`src/rtl/rect_fill_if.sv`:
```
// Request / pixel-output bundle for the rectangle filler.
// The master side issues draw requests and consumes pixels; the slave side is the filler.
interface rect_fill_if #(
   parameter int X_W    = 8,
   parameter int Y_W    = 7,
   parameter int SIZE_W = 5,
   parameter int COL_W  = 3
) ();
   logic              start;
   logic [X_W-1:0]    x0;
   logic [Y_W-1:0]    y0;
   logic [SIZE_W-1:0] w;
   logic [SIZE_W-1:0] h;
   logic [COL_W-1:0]  colour_in;
   logic [1:0]        mode;
   logic              hold;
   logic [X_W-1:0]    x;
   logic [Y_W-1:0]    y;
   logic [COL_W-1:0]  colour;
   logic              plot;
   logic              busy;
   logic              done;

   modport master (
      output start, x0, y0, w, h, colour_in, mode, hold,
      input  x, y, colour, plot, busy, done
   );

   modport slave (
      input  start, x0, y0, w, h, colour_in, mode, hold,
      output x, y, colour, plot, busy, done
   );
endinterface

```
`src/rtl/rect_fill.sv`:
```
// Rectangle filler: scans a w x h box row-major from (x0,y0), one pixel per un-stalled
// cycle, emitting solid, outline or clear pixels; coordinates wrap with no clipping.
module rect_fill #(
   parameter int X_W    = 8,
   parameter int Y_W    = 7,
   parameter int SIZE_W = 5,
   parameter int COL_W  = 3
) (
   input  logic        clk,
   input  logic        reset,
   rect_fill_if.slave  bus
);

   typedef enum logic [1:0] {IDLE, DRAW, DONE} state_t;

   state_t            state_q, state_d;
   logic [X_W-1:0]    x0_q, x0_d;
   logic [Y_W-1:0]    y0_q, y0_d;
   logic [SIZE_W-1:0] w_q, w_d;
   logic [SIZE_W-1:0] h_q, h_d;
   logic [COL_W-1:0]  col_q, col_d;
   logic [1:0]        mode_q, mode_d;
   logic [SIZE_W-1:0] cx_q, cx_d;
   logic [SIZE_W-1:0] cy_q, cy_d;
   logic [X_W-1:0]    x_q, x_d;
   logic [Y_W-1:0]    y_q, y_d;
   logic [COL_W-1:0]  colour_q, colour_d;
   logic              plot_q, plot_d;
   logic              busy_q, busy_d;
   logic              done_q, done_d;

   logic [SIZE_W-1:0] w_m1;
   logic [SIZE_W-1:0] h_m1;
   logic              row_end;
   logic              last_px;
   logic              on_edge;
   logic              step;

   assign w_m1    = w_q - SIZE_W'(1);
   assign h_m1    = h_q - SIZE_W'(1);
   assign row_end = (cx_q == w_m1);
   assign last_px = row_end && (cy_q == h_m1);
   assign on_edge = (cx_q == '0) || row_end || (cy_q == '0) || (cy_q == h_m1);
   assign step    = (state_q == DRAW) && !bus.hold;

   always_ff @(posedge clk) begin
      if (reset) begin
         state_q <= IDLE;
      end else begin
         state_q <= state_d;
      end
   end

   always_comb begin
      state_d = state_q;
      case (state_q)
         IDLE: begin
            if (bus.start) begin
               state_d = (bus.w != '0 && bus.h != '0) ? DRAW : DONE;
            end
         end
         DRAW: begin
            if (step && last_px) begin
               state_d = DONE;
            end
         end
         DONE:    state_d = IDLE;
         default: state_d = IDLE;
      endcase
   end

   // Operand latch and scan counters.
   always_comb begin
      x0_d   = x0_q;
      y0_d   = y0_q;
      w_d    = w_q;
      h_d    = h_q;
      col_d  = col_q;
      mode_d = mode_q;
      cx_d   = cx_q;
      cy_d   = cy_q;
      if (state_q == IDLE && bus.start) begin
         x0_d   = bus.x0;
         y0_d   = bus.y0;
         w_d    = bus.w;
         h_d    = bus.h;
         col_d  = bus.colour_in;
         mode_d = bus.mode;
         cx_d   = '0;
         cy_d   = '0;
      end else if (step) begin
         if (last_px) begin
            cx_d = '0;
            cy_d = '0;
         end else if (row_end) begin
            cx_d = '0;
            cy_d = cy_q + SIZE_W'(1);
         end else begin
            cx_d = cx_q + SIZE_W'(1);
         end
      end
   end

   // Pixel outputs; x/y/colour keep their last value whenever nothing is presented.
   always_comb begin
      x_d      = x_q;
      y_d      = y_q;
      colour_d = colour_q;
      plot_d   = 1'b0;
      busy_d   = (state_d == DRAW);
      done_d   = (state_q == DONE);
      if (step) begin
         x_d      = x0_q + X_W'(cx_q);
         y_d      = y0_q + Y_W'(cy_q);
         colour_d = (mode_q == 2'b10) ? '0 : col_q;
         plot_d   = (mode_q == 2'b01) ? on_edge : 1'b1;
      end
   end

   always_ff @(posedge clk) begin
      if (reset) begin
         x0_q     <= '0;
         y0_q     <= '0;
         w_q      <= '0;
         h_q      <= '0;
         col_q    <= '0;
         mode_q   <= '0;
         cx_q     <= '0;
         cy_q     <= '0;
         x_q      <= '0;
         y_q      <= '0;
         colour_q <= '0;
         plot_q   <= 1'b0;
         busy_q   <= 1'b0;
         done_q   <= 1'b0;
      end else begin
         x0_q     <= x0_d;
         y0_q     <= y0_d;
         w_q      <= w_d;
         h_q      <= h_d;
         col_q    <= col_d;
         mode_q   <= mode_d;
         cx_q     <= cx_d;
         cy_q     <= cy_d;
         x_q      <= x_d;
         y_q      <= y_d;
         colour_q <= colour_d;
         plot_q   <= plot_d;
         busy_q   <= busy_d;
         done_q   <= done_d;
      end
   end

   assign bus.x      = x_q;
   assign bus.y      = y_q;
   assign bus.colour = colour_q;
   assign bus.plot   = plot_q;
   assign bus.busy   = busy_q;
   assign bus.done   = done_q;

endmodule

```
`src/flat_wrapper.sv`:
```
// flat-port wrapper written by rule: the top's interface ports become plain ports
module rect_fill_flat 
#(
   parameter int X_W    = 8,
   parameter int Y_W    = 7,
   parameter int SIZE_W = 5,
   parameter int COL_W  = 3
)
  (clk, reset, bus_start, bus_x0, bus_y0, bus_w, bus_h, bus_colour_in, bus_mode, bus_hold, bus_x, bus_y, bus_colour, bus_plot, bus_busy, bus_done);
  rect_fill_if #(.X_W(X_W), .Y_W(Y_W), .SIZE_W(SIZE_W), .COL_W(COL_W)) bus_i ();
  input  logic clk;
  input  logic reset;
  input wire logic [$bits(bus_i.start)-1:0] bus_start;
  input wire logic [$bits(bus_i.x0)-1:0] bus_x0;
  input wire logic [$bits(bus_i.y0)-1:0] bus_y0;
  input wire logic [$bits(bus_i.w)-1:0] bus_w;
  input wire logic [$bits(bus_i.h)-1:0] bus_h;
  input wire logic [$bits(bus_i.colour_in)-1:0] bus_colour_in;
  input wire logic [$bits(bus_i.mode)-1:0] bus_mode;
  input wire logic [$bits(bus_i.hold)-1:0] bus_hold;
  output wire logic [$bits(bus_i.x)-1:0] bus_x;
  output wire logic [$bits(bus_i.y)-1:0] bus_y;
  output wire logic [$bits(bus_i.colour)-1:0] bus_colour;
  output wire logic [$bits(bus_i.plot)-1:0] bus_plot;
  output wire logic [$bits(bus_i.busy)-1:0] bus_busy;
  output wire logic [$bits(bus_i.done)-1:0] bus_done;
  assign bus_i.start = bus_start;
  assign bus_i.x0 = bus_x0;
  assign bus_i.y0 = bus_y0;
  assign bus_i.w = bus_w;
  assign bus_i.h = bus_h;
  assign bus_i.colour_in = bus_colour_in;
  assign bus_i.mode = bus_mode;
  assign bus_i.hold = bus_hold;
  assign bus_x = bus_i.x;
  assign bus_y = bus_i.y;
  assign bus_colour = bus_i.colour;
  assign bus_plot = bus_i.plot;
  assign bus_busy = bus_i.busy;
  assign bus_done = bus_i.done;
  rect_fill #(.X_W(X_W), .Y_W(Y_W), .SIZE_W(SIZE_W), .COL_W(COL_W)) u_core (.clk(clk), .reset(reset), .bus(bus_i));
endmodule
```
`config.mk`:
```
export PLATFORM = sky130hd
export DESIGN_NAME = rect_fill_flat
export DESIGN_NICKNAME = d
export VERILOG_FILES = /design/src/rtl/rect_fill_if.sv /design/src/rtl/rect_fill.sv /design/src/flat_wrapper.sv
export SDC_FILE = /design/constraint.sdc
export NUM_CORES = 1
export LEC_CHECK = 0
export ABC_AREA = 1
export CORE_MARGIN = 2
export CORE_UTILIZATION = 57
export CTS_BUF_LIST = sky130_fd_sc_hd__clkbuf_16
export CTS_CLUSTER_DIAMETER = 50
export DETAILED_ROUTE_END_ITERATION = 10
export GPL_TIMING_DRIVEN = 0
export PLACE_DENSITY = 0.91
export SYNTH_ARGS = -nofsm -noshare
export SYNTH_HDL_FRONTEND = slang
export SYNTH_SLANG_ARGS = --single-unit
```
`constraint.sdc`:
```
create_clock -name clk -period 3.65 [get_ports clk]
set_input_delay 0.73 -clock clk [delete_from_list [all_inputs] [get_ports clk]]
set_output_delay 0.73 -clock clk [all_outputs]
set_load 0.005 [all_outputs]
```
-- Word level (Yosys, flattened, before mapping)
Index checks and enable logic that the tools add are counted.
- register bits after elaboration: 63
- word-level logic and storage cells: 57
- equality and inequality tests: 7
- $add $sub $neg: 6
- muxes and demuxes: 10
- bitwise logic cells: 1
- reductions and logical operators: 18
- operators with widths (operator ; count):
    $mux 5 ; 4
    $add 5x1->5 const B ; 2
    $eq 5x5->1 ; 2
    $logic_not 5->1 ; 2
    $reduce_bool 5->1 ; 2
    $sub 5x1->5 const B ; 2
    $add 8x5->8 ; 1
    $add 7x5->7 ; 1
    $eq 2x1->1 const B ; 3
    $mux 2 ; 3
    $logic_and 1x1->1 ; 5
    $eq 2x2->1 const B ; 2
    $pmux 2 s2 ; 1
    $reduce_or 2->1 ; 2
    $logic_or 1x1->1 ; 3
    $mux 3 ; 1
    $logic_not 2->1 ; 1
    $reduce_and 2->1 ; 1
    $reduce_bool 2->1 ; 1
    $logic_not 1->1 ; 1
    $mux 1 ; 1
    $not 1->1 ; 1

-- Depth between registers and ports, before layout
Gate-level depths: netlist of run 1.
- depth in word-level cells: 7
- depth in mapped cells: 12

-- Least setup slack after synthesis of run 1
Ideal clock, no wire load.
- kind: reg2reg
- start: register u_core.cy_q[0]
- end: register u_core.y_q[6] (netlist: u_core.bus.y[6])
- data arrival time: 1669 ps
- data required time: 3535 ps
- setup time: 115 ps
- slack: 1866 ps
- stages on the path, launching flop included: 10
- cells stage by stage: dfxtp_1 ha_1 inv_1 fa_1 o21ai_0 a21oi_1 nor2_1 nor2_1 o21ai_0 inv_1
- longest elaborated chain between the ends: 1
- ends and longest elaborated chain (item ; RTL line ; source):
    start, declared ; rect_fill.sv:24 ; logic [SIZE_W-1:0] cy_q, cy_d;
    start signal, assigned ; rect_fill.sv:144 ; cy_q <= cy_d;
    $add 7x5->7 ; rect_fill.sv:114 ; y_d = y0_q + Y_W'(cy_q);
    end signal, assigned ; rect_fill.sv:146 ; y_q <= y_d;
    end, declared ; rect_fill.sv:26 ; logic [Y_W-1:0] y_q, y_d;
No other way between the ends.
A chain may end at the register's enable or synchronous reset.

-- Worst setup path after layout of run 1
Same ends and word-level chain as after synthesis.

==> results_dict.tcl, run 1 <==
set metrics [dict create \
    multiInputGateArea_sq_um 1680 \
    fin_crit_ns 2.19 \
    grt_usage 0.313 \
    yosys_register_bits 63 \
    dpl.hpwl_mm 6.26 \
    io_buffers 53 \
    hold_path_depth 1 \
    pre_cts_ws_ns 1.41 \
    cpPeakStageDelay_ns 0.46 \
    setup_tns_ns 0 \
    clk_latency_ns 0.33 \
    holdPathEnd "u_core.bus.done$_SDFF_PP0_" \
    hp-class "reg -> reg" \
    cp_slowest_cell "dfxtp_1" \
    core_sq_um 5470 \
    drc 0 \
    antenna_found_initial 0 \
    synthArstFlopShare 0 \
    comb_power_share 0.162 \
    switching_share 0.265 \
    seqPwrFrac 0.432 \
    rr_endpoint "u_core.bus.y[6]$_SDFFE_PP0P_" \
    ys_seq_area_frac 0.392 \
    synth_nets 500 \
    vias_per_cell 5.61 \
    netlist.area_leader.share 0.392 \
    worst_slew_pin_slew_ns 0.584 \
    row_count 27 \
    yosysUniqueCellTypes 35 \
    power.total_mw 1.77 \
    numCtsBuffers 9 \
    clkPwrFrac 0.406 \
    drtIter0Drc 337 \
    gp_congestion 0.921 \
    clock.fmax_mhz 457 \
    ctsLongestPathBuffers 2 \
    ctsResizeCount 0 \
    clock_skew_ns 0.00580 \
    reg2reg_from "u_core.cy_q[0]$_SDFFE_PP0P_" \
    drive_gt1_frac 0.0603 \
    drv_slew 0 \
    fin_ws_ns 1.46 \
    area_delta_synth_final_pct 26.8 \
    final_hold_viol_count 0 \
    p_per_area_nw_per_um2 432 \
    setup.worst_path.end_class "flip-flop" \
    max_cap_violations 0 \
    reg2regPathDepth 9 \
    path_class "reg -> reg" \
    syn_inst 448 \
    die_h_um 79.2 \
    drtPass1Iterations 5 \
    via_count 3287 \
    outcome "finished, final reports clean" \
    postCtsSetupRepairBufs 0 \
    finalCritPeriodShare 0.599 \
    grt_max_degree 11 \
    startpoint "u_core.cy_q[0]$_SDFFE_PP0P_" \
    netSwitchingPower_mw 0.467 \
    synth.area.top_cells "dfxtp_1 (39%), nand2_1 (9.7%), o21ai_0 (7.5%)" \
    place_area_sq_um 3840 \
    synth_area_sq_um 3220 \
    first_global_vias 3309 \
    critical_path_peak_fanout 5 \
    worst-path-buf-inv 2 \
    cts_root_buffer "clkbuf_16" \
    nets 564 \
    relSlewSlack 0.611 \
    ant_nets 0 \
    synth-main-ff-cell "dfxtp_1" \
    cellLeakagePower_nw 1.82 \
    critPathLaunchType "flip-flop" \
    totalWireLength_mm 8.89 \
    ir_drop_uv 358 \
    design_area_sq_um 4080 \
    hp-start "u_core.state_q[0]$_SDFF_PP0_" \
    required_ns 3.86 \
    clkTransAtPathRegs_ns 0.05 \
    crit_chain "ha_1 -> inv_1 -> fa_1 -> o21ai_0 -> a21oi_1 -> nor2_1 -> nor2_1 -> o21ai_0 -> inv_1" \
    r2r_slack_ns 1.46 \
    p_int_mw 1.30 \
    start_util 0.588 \
    yosysWarnings 0 \
    fillCellCount 423 \
    hold_buffers 0 \
    wire_per_inst_um 15.2 \
    htree_levels 3 \
    setup_viol 0 \
    regArea_sq_um 1260 \
    cts_tree "built" \
    grt_pass1_wl_mm 15.2 \
    die_w_um 79.2 \
    synth_largest_area_cell "dfxtp_1" \
    die_area_sq_um 6270 \
    grt_overflow_total 0 \
    avgSynthCellArea_sq_um 7.19 \
    io_pins 55 \
    antennaDiodeCount 0 \
    arrival_ns 2.40 \
    rsz0062_at_grt "no" \
    crit_family "adder cells" \
    cts_num_sinks 63 \
    synth_edf_count 0 \
]
==> power by group through the flow <==
stage          registers (mW)  clock network [mW]  logic (mW)
5_1_grt                 0.766               0.758       0.325
2_1_floorplan           0.769                   0       0.168
3_3_place_gp            0.772                   0       0.268
3_5_place_dp            0.774                   0       0.279
4_1_cts                 0.761               0.717       0.285
6_report                0.763               0.716       0.287
==> worst max path at each step <==
stage | end | slack [ns] | cells after the start
after global routing | u_core.bus.y[6]$_SDFFE_PP0P_ | 1.29 | 9
after floorplan | u_core.bus.y[6]$_SDFFE_PP0P_ | 1.87 | 9
after detailed placement | u_core.w_q[4]$_SDFFE_PP0P_ | 1.41 | 6
final | u_core.bus.y[6]$_SDFFE_PP0P_ | 1.46 | 9
after CTS | u_core.bus.y[6]$_SDFFE_PP0P_ | 1.53 | 9
after global placement | u_core.y0_q[4]$_SDFFE_PP0P_ | 1.42 | 6
==> layout by cell type, fill, tap and decap left out, drive strengths merged <==
cell type,instances
nand3,25
a21o,2
nor3,6
xor2,10
a21oi,33
clkbuf,19
o21ai,49
nand4,7
ha,16
clkinv,7
nor2,61
fa,2
nand2,86
a311oi,1
inv,52
or2,1
o211ai,2
xnor2,5
nor3b,1
clkdlybuf4s50,53
dfxtp,63
o21bai,4
buf,6
a31oi,2
a21boi,1
==> cells in the mapped netlist, types with 5 or more instances <==
cell       n
a21oi_1   32
nor2_1    56
ha_1      16
nand4_1    7
xor2_1    10
buf_2      5
nand3_1   23
nor3_1     6
inv_1     49
xnor2_1    5
o21ai_0   48
nand2_1   83
clkbuf_1   9
dfxtp_1   63
==> per-layer routing <==
metal / vias to the layer above / share of wire / routed length (um) / global-route usage
li1: 1581 / - / - / -
met1: 1503 / 0.40 / 3580 / 0.371
met2: 173 / 0.48 / 4280 / 0.537
met3: 30 / 0.085 / 758 / 0.0705
met4: 0 / 0.030 / 268 / 0.143
met5: - / 0 / 0 / 0
==> area by class of cell <==
| class | instances | area share |
|---|---|---|
| multi-input combinational | 314 | 0.413 |
| sequential | 63 | 0.309 |
| timing repair buffer | 53 | 0.130 |
| clock buffer | 9 | 0.0552 |
| inverter | 55 | 0.0509 |
| tap | 72 | 0.0221 |
| buffer | 16 | 0.0165 |
| clock inverter | 4 | 0.00398 |
==> sequential cells by signal, summed over array words and instances (netlist names), 2 cells and up <==
name	cells
u_core.bus.x	8
u_core.x0_q	8
u_core.bus.y	7
u_core.y0_q	7
u_core.cx_q	5
u_core.cy_q	5
u_core.h_q	5
u_core.w_q	5
u_core.bus.colour	3
u_core.col_q	3
u_core.mode_q	2
u_core.state_q	2
==> cells by family (layout without fill, tap and decap cells) <==
family	count (synthesis)	count (layout)	synth area share
buffers and inverters	71	137	0.0855
flip-flops	63	63	0.392
XOR/XNOR	15	15	0.0408
adder cells (fa/ha/maj)	18	18	0.0746
AO/OA/AOI/OAI	94	94	0.156
AND/OR/NAND/NOR	187	187	0.251
==> per-stage QoR <==
| step | cells | util | hold WS, ns |
|---|---|---|---|
| final | 586 | 0.746 | 0.443 |
| after global routing | 586 | 0.746 | 0.477 |
| after CTS | 586 | 0.746 | 0.445 |
| after detailed placement | 573 | 0.702 | 0.432 |
| after global placement | 573 | 0.702 | 0.430 |
| after floorplan | 448 | - | 0.420 |
No activity file was read; power rests on OpenSTA's default activity.
==> run 2: changes to the inputs <==
--- a/config.mk
+++ b/config.mk
@@ -7,12 +7,12 @@
 export LEC_CHECK = 0
 export ABC_AREA = 1
 export CORE_MARGIN = 2
-export CORE_UTILIZATION = 57
+export CORE_UTILIZATION = 48
 export CTS_BUF_LIST = sky130_fd_sc_hd__clkbuf_16
 export CTS_CLUSTER_DIAMETER = 50
 export DETAILED_ROUTE_END_ITERATION = 10
 export GPL_TIMING_DRIVEN = 0
-export PLACE_DENSITY = 0.91
+export PLACE_DENSITY = 0.82
 export SYNTH_ARGS = -nofsm -noshare
 export SYNTH_HDL_FRONTEND = slang
 export SYNTH_SLANG_ARGS = --single-unit
==> constraint.sdc (replaced) <==
create_clock -name clk -period 1.9 [get_ports clk]
set_input_delay 0.38 -clock clk [delete_from_list [all_inputs] [get_ports clk]]
set_output_delay 0.38 -clock clk [all_outputs]
set_load 0.005 [all_outputs]
==> results_dict.tcl, run 2 (synthesis results as in run 1) <==
set metrics [dict create \
    io_buffers 53 \
    finalCritPeriodShare 0.940 \
    use_met1 0.311 \
    cp_slowest_cell "dfxtp_1" \
    hp-class "in -> reg" \
    hold_path_depth 2 \
    grt_usage 0.245 \
    totalWireLength_mm 8.69 \
    dp.cells 578 \
    arrival_ns 2.00 \
    crit_path_frequent_cell "nor2_1" \
    fin_ws_ns 0.115 \
    gp_congestion 0.875 \
    antennaDiodeCount 0 \
    grt_overflow_total 0 \
    core_sq_um 6420 \
    cts_tree "built" \
    pre_cts_ws_ns -0.144 \
    grt_max_degree 11 \
    fin_crit_ns 1.79 \
    cp_num_cells 9 \
    p_per_area_nw_per_um2 854 \
    cellLeakagePower_nw 1.86 \
    drtPass1Iterations 5 \
    grt-busiest-layer "met2" \
    ant_nets 0 \
    startpoint "u_core.w_q[0]$_SDFFE_PP0P_" \
    numCtsBuffers 9 \
    cts_root_buffer "clkbuf_16" \
    antenna_found_initial 0 \
    drc 0 \
    die_area_sq_um 7380 \
    crit_chain "inv_1 -> ha_2 -> xnor2_1 -> nor2_1 -> nand3_1 -> nor2_4 -> nand3_2 -> nand2_2 -> nor2_1" \
    grt_use_met3 0.0452 \
    worst-path-buf-inv 1 \
    final_cell_count_no_fill 597 \
    htree_levels 3 \
    relSlewSlack 0.610 \
    die_w_um 85.9 \
    drive_gt1_frac 0.0904 \
    vias_per_cell 5.40 \
    die_h_um 85.9 \
    via_count 3221 \
    layout.cells.most_common_list "nand2_1 (83), dfxtp_1 (59), nor2_1 (56), clkdlybuf4s50_1 (53), inv_1 (50)" \
    io_pins 55 \
    critical_path_peak_fanout 8 \
    cpPeakStageDelay_ns 0.31 \
    drtIter0Drc 339 \
    clock_skew_ns 0.00413 \
    setup.worst_path.end_class "flip-flop" \
    start_util 0.501 \
    outcome "finished, final reports clean" \
    setup_viol 0 \
    wire_per_inst_um 14.6 \
    max_cap_violations 0 \
    rr_endpoint "u_core.cy_q[3]$_SDFFE_PP0P_" \
    clkTransAtPathRegs_ns 0.05 \
    crit_family "simple AND/OR/NAND/NOR gates" \
    required_ns 2.12 \
    design_area_sq_um 4180 \
    r2r_slack_ns 0.11 \
    final_hold_viol_count 0 \
    hold_buffers 0 \
    path_class "reg -> reg" \
    nets 567 \
    grt_pass1_wl_mm 14.1 \
    timing.critical_path.to "u_core.cy_q[3]$_SDFFE_PP0P_" \
    ir_drop_uv 548 \
    cts_num_sinks 63 \
    row_count 29 \
    place_area_sq_um 3850 \
    clock.fmax_mhz 560 \
    drv_slew 0 \
    first_global_vias 3085 \
    worst_slew_pin_slew_ns 0.585 \
    critPathLaunchType "flip-flop" \
    dpl.hpwl_mm 6.12 \
    reg2reg_from "u_core.w_q[0]$_SDFFE_PP0P_" \
    grtUsageMet2 0.406 \
    area_delta_synth_final_pct 29.6 \
    ctsLongestPathBuffers 2 \
    final_common_cell "nand2_1" \
    clk_latency_ns 0.32 \
    reg2regPathDepth 9 \
]
run 2: cell count changes in the layout (fill, tap and decap cells not counted):
cell and delta:
buf_4 +3, bufinv_16 +1, clkinv_2 +1, dfxtp_1 -4
dfxtp_2 +4, fa_1 -2, fa_2 +2, ha_1 -3
ha_2 +3, inv_1 +1, o21ai_0 -3, o21ai_1 +1
o21ai_2 +2
run 2: per-stage QoR:
| stage | setup TNS, ns | utilization | hold slack [ns] | total power, mW |
|---|---|---|---|---|
| 3_5_place_dp | -0.312 | 0.599 | 0.445 | 2.02 |
| 6_report | 0 | 0.650 | 0.365 | 3.57 |
| 2_1_floorplan | 0 | - | 0.420 | 1.80 |
| 5_1_grt | -0.0165 | 0.650 | 0.375 | 3.72 |
| 4_1_cts | 0 | 0.644 | 0.360 | 3.57 |
| 3_3_place_gp | -0.260 | 0.599 | 0.431 | 2.00 |
run 2: metal layers:
| metal | wire (um) | part of all wire |
|---|---|---|
| met1 | 3770 | 0.43 |
| met2 | 4050 | 0.47 |
| met3 | 647 | 0.074 |
| met4 | 223 | 0.026 |
| met5 | 0 | 0 |
run 2: worst min-delay path by stage:
stage                                             from                                 to
after global routing                             reset  u_core.bus.colour[0]$_SDFFE_PP0P_
after CTS                                        reset  u_core.bus.colour[1]$_SDFFE_PP0P_
after global placement    u_core.state_q[0]$_SDFF_PP0_         u_core.bus.done$_SDFF_PP0_
after floorplan           u_core.state_q[0]$_SDFF_PP0_         u_core.bus.done$_SDFF_PP0_
after detailed placement  u_core.state_q[0]$_SDFF_PP0_         u_core.bus.done$_SDFF_PP0_
final                                            reset  u_core.bus.colour[0]$_SDFFE_PP0P_
run 2: power by group:
group	switching [mW]	internal, mW	leakage, nW
clock network	0.565	0.991	0.143
logic	0.307	0.244	1.20
registers	0.0508	1.41	0.519
total	0.922	2.64	1.86
run 2: area by class of cell:
cell class,count,area [sq um]
inverters,55,208
multi-input cells,314,1700
repair buffers,56,553
clock inverters,7,55.1
fillers,550,2250
flip-flops and latches,63,1270
well taps,77,96.3
plain buffers,16,67.6
clock buffers,9,225
run 2: repair_timing:
| item | 4_1_cts | 5_1_grt |
|---|---|---|
| setup endpoints to repair | 2 | 9 |
| pin swaps | 0 | 3 |
| endpoints found under the hold margin | 0 | 0 |
| resized for setup | 5 | 9 |
| cloned | 0 | 0 |
| setup buffers | 0 | 3 |
